### config.mk
export PLATFORM = sky130hd
export DESIGN_NAME = leitor_sensores_nivel
export DESIGN_NICKNAME = d
export VERILOG_FILES = /design/src/rtl/leitor_sensores_nivel.sv
export SDC_FILE = /design/constraint.sdc
export NUM_CORES = 1
export LEC_CHECK = 0
export CAP_MARGIN = 10
export CORE_MARGIN = 1
export CORE_UTILIZATION = 40
export DETAILED_ROUTE_END_ITERATION = 6
export GPL_TIMING_DRIVEN = 0
export PLACE_DENSITY = 0.68
export SLEW_MARGIN = 10
export SYNTH_ARGS = -nofsm -noshare
export SYNTH_HDL_FRONTEND = slang
export SYNTH_SLANG_ARGS = --single-unit
### constraint.sdc
create_clock -name clk -period 4.3 [get_ports clk]
set_input_delay 0.86 -clock clk [delete_from_list [all_inputs] [get_ports clk]]
set_output_delay 0.86 -clock clk [all_outputs]
set_load 0.05 [all_outputs]
### src/rtl/leitor_sensores_nivel.sv
// Float-sensor level reader: synchronises, debounces and validates the three tank sensors into an A/M/B code.
// Optional macro LEITOR_NIVEL_ERRO_STICKY_EN keeps erro latched until reset.
module leitor_sensores_nivel #(
    parameter int DEBOUNCE_CYCLES = 4
) (
    input  logic clk,
    input  logic reset,
    input  logic sensor_a,
    input  logic sensor_m,
    input  logic sensor_b,
    output logic A,
    output logic M,
    output logic B,
    output logic nivel_valido,
    output logic nivel_muda,
    output logic erro
);

    localparam int CW = $clog2(DEBOUNCE_CYCLES);
    localparam logic [CW-1:0] CNT_LAST = CW'(DEBOUNCE_CYCLES - 1);

    typedef enum logic [1:0] {
        INICIAL = 2'd0,
        ESTAVEL = 2'd1,
        ERRO    = 2'd2
    } estado_t;

    logic [2:0]    sync1_q, sync2_q;
    logic [2:0]    cand_q, cand_d;
    logic [CW-1:0] cnt_q, cnt_d;
    logic [2:0]    com_q;
    estado_t       estado_q;
    logic          valido_q, muda_q, erro_q;
    logic          pending, accept, candValido;

    function automatic logic validPattern(input logic [2:0] p);
        return (p == 3'b000) || (p == 3'b001) || (p == 3'b011) || (p == 3'b111);
    endfunction

    // A candidate is worth counting only if accepting it could change something in the current state.
    always_comb begin
        candValido = validPattern(cand_q);
        pending    = 1'b0;
        case (estado_q)
            INICIAL: pending = 1'b1;
            ESTAVEL: pending = (cand_q != com_q);
            ERRO:    pending = candValido;
            default: pending = 1'b0;
        endcase
    end

    always_comb begin
        cand_d = cand_q;
        cnt_d  = cnt_q;
        accept = 1'b0;
        if (sync2_q != cand_q) begin
            cand_d = sync2_q;
            cnt_d  = '0;
        end else if (pending && (cnt_q == CNT_LAST)) begin
            accept = 1'b1;
            cnt_d  = '0;
        end else if (pending) begin
            cnt_d = cnt_q + 1'b1;
        end
    end

    always_ff @(posedge clk) begin
        if (reset) begin
            sync1_q  <= '0;
            sync2_q  <= '0;
            cand_q   <= '0;
            cnt_q    <= '0;
            com_q    <= '0;
            estado_q <= INICIAL;
            valido_q <= 1'b0;
            muda_q   <= 1'b0;
            erro_q   <= 1'b0;
        end else begin
            sync1_q <= {sensor_a, sensor_m, sensor_b};
            sync2_q <= sync1_q;
            cand_q  <= cand_d;
            cnt_q   <= cnt_d;
            muda_q  <= 1'b0;
            if (accept) begin
                if (candValido) begin
                    com_q    <= cand_q;
                    valido_q <= 1'b1;
                    muda_q   <= (cand_q != com_q);
                    estado_q <= ESTAVEL;
`ifndef LEITOR_NIVEL_ERRO_STICKY_EN
                    erro_q   <= 1'b0;
`endif
                end else begin
                    // The display keeps showing the last good level while the fault is flagged.
                    erro_q   <= 1'b1;
                    estado_q <= ERRO;
                end
            end
        end
    end

    assign {A, M, B}    = com_q;
    assign nivel_valido = valido_q;
    assign nivel_muda   = muda_q;
    assign erro         = erro_q;

endmodule

==> results.json <==
{
  "status": "completed",
  "diodes": 0,
  "ys_types": 32,
  "netlist_top_cells_count": "18 x dfxtp_1, 9 x nor2b_1, 6 x xnor2_1, 5 x a21oi_1, 5 x inv_1",
  "initial_utilization_pct": 43.69,
  "synth_area_um2": 770.7,
  "die_w_um": 45.90,
  "place_ws_ns": 2.168,
  "cp_max_fo": 8,
  "cts_hold_buf": 0,
  "p_total_uw": 307.5,
  "relSlewSlack_pct": 66.63,
  "fin_util_pct": 53.19,
  "tightest_slew_ns": 0.4989,
  "grt_setup_unrepaired": "false",
  "worstSetupEndpointType": "output port",
  "fp-row-count": 15,
  "final_cell_count_no_fill": 116,
  "grt_pass1_vias": 549,
  "path_buf_inv": 1,
  "slew_viol_final": 0,
  "ys_ff_latch": 18,
  "hpwl_mm": 1.010,
  "gp_congestion": 0.8353,
  "path_delay_family": "buffers and inverters",
  "min_period_over_period_pct": 57.81,
  "finClkSkew_ns": 0.002904,
  "min_from": "sync1_q[2]$_SDFF_PP0_",
  "reg2reg_from": "cand_q[1]$_SDFFE_PP0P_",
  "path_class": "flop to output port",
  "firstDrtPassIters": 4,
  "synthCells": 77,
  "finalSetupViolCount": 0,
  "cap_viol_max_count": 0,
  "arrival_ns": 1.63,
  "clk_pin_slew_ns": 0.10,
  "nNetsFinal": 98,
  "grt_first_pass_wirelength_mm": 2.270,
  "cts.htree.levels": 1,
  "cts.sink_count": 18,
  "drt-initial-drc-count": 21,
  "startpoint_type": "flop",
  "io_buffer_count": 10,
  "synth_area_leaders": "dfxtp_1 47%, nor2b_1 7.3%, xnor2_1 6.8%",
  "crit_slowest_cell": "clkdlybuf4s50_1",
  "crit_required_ns": 3.44,
  "slowest_delay_ns": 0.85,
  "wl_per_cell_um": 11.98,
  "clock_latency_ns": 0.29,
  "clk_path_buf_depth": 2,
  "post-synth-top-area-cell": "dfxtp_1",
  "tns_ns": 0,
  "min_period_ns": 2.486,
  "clock.fmax_mhz": 402.3,
  "cts_tree": "built",
  "drc": 0,
  "yosysTopAreaCellShare_pct": 46.75,
  "grt_overflow": 0,
  "synth_edf_count": 0,
  "viasPerCell": 5.483,
  "hold_path.class": "flop to flop",
  "ios": 11,
  "post_cts_resized": 0,
  "drtAntennaViolNets": 0,
  "cts_buffers": 3,
  "design.core.area_mm2": 0.001764,
  "synth_nets": 83,
  "antenna_found_initial": 0,
  "synth-async-reset-ratio_pct": 0,
  "track_usage_pct": 15.78,
  "cts_root_buf": "clkbuf_4",
  "via_count": 636,
  "synth-main-ff-cell": "dfxtp_1",
  "p_per_area_mw_per_mm2": 327.7,
  "timing_hold_violations_final": 0,
  "area_delta_synth_final_pct": 21.75,
  "peakVddDrop_uv": 192.6,
  "synth-seq-area-share_pct": 46.75,
  "grt_max_degree": 11,
  "cts_setup_buffers": 0,
  "syn_area_per_cell_um2": 10.01,
  "crit_path_cell_trace": "clkdlybuf4s50_1",
  "ys.warnings.count": 0,
  "leakage_uw": 0.0003322,
  "synth_most_common_cell": "dfxtp_1",
  "wl_mm": 1.390,
  "die_area_mm2": 0.002106,
  "drive_above_1_share_pct": 12.09,
  "placed_cells": 112,
  "setup_ws_ns": 1.814,
  "startpoint": "estado_q[1]$_SDFFE_PP0N_",
  "die_h_um": 45.90
}
==> layer usage <==
layer / track usage [%] / vias up / routed length (um)
met5: 0 / - / 0
met4: 8.824 / 0 / 12
met3: 7.143 / 2 / 110
met2: 23.10 / 35 / 644
met1: 18.98 / 287 / 622
li1: - / 312 / -
==> worst paths after layout <==
check	to	depth (start not counted)	slack [ns]
max	erro	1	1.81
min	sync2_q[2]$_SDFF_PP0_	1	0.45
max reg2reg	com_q[1]$_SDFFE_PP0P_	5	2.52
min reg2reg	sync2_q[2]$_SDFF_PP0_	1	0.45
==> cells in the final DEF, fill, tap and decap left out, types with 3 or more instances in the layout <==
cell type / Yosys / layout
dfxtp_1: 18 / 18
clkdlybuf4s50_1: 0 / 10
nor2b_1: 9 / 9
xnor2_1: 6 / 6
inv_1: 5 / 5
a21oi_1: 5 / 5
nand2_1: 3 / 3
a31o_2: 3 / 3
clkbuf_4: 0 / 3
==> cell families after synthesis <==
| logic type | synth area share (%) |
|---|---|
| mux | 1.299 |
| buf+inv | 3.571 |
| fa+ha+maj | 1.623 |
| flops | 46.75 |
| compound gates | 18.99 |
| simple gates | 20.94 |
| xor+xnor | 6.818 |
==> power by group <==
group	switching [uW]	leakage (uW)	total [uW]	internal, uW
clock network	52.5	0.0000210	104	51.6
registers	3.54	0.000147	176	172
logic	13.8	0.000164	27.5	13.7
==> per-stage QoR <==
| step | cell area (um2) | hold slack [ns] |
|---|---|---|
| 5_1_grt | 938.4 | 0.4667 |
| 6_report | 938.4 | 0.4463 |
| 4_1_cts | 938.4 | 0.4519 |
| 3_5_place_dp | 902.1 | 0.4268 |
| 3_3_place_gp | 902.1 | 0.4163 |
| 2_1_floorplan | 770.7 | 0.4138 |
==> layout make-up <==
cell class,instances,area (um2)
tap,25,31.28
inverter,5,18.77
timing repair buffer,10,100.1
fill,166,825.8
sequential,18,360.3
buffer,2,8.758
multi-input combinational,52,382.9
clock buffer,4,36.28
==> flip-flops by register name, summed over array words and instances (netlist names) <==
signal / flops
nivel_valido: 1
sync2_q: 3
sync1_q: 3
nivel_muda: 1
cand_q: 3
cnt_q: 2
estado_q: 2
com_q: 3
Note: power is estimated with default switching activity, not from simulation.
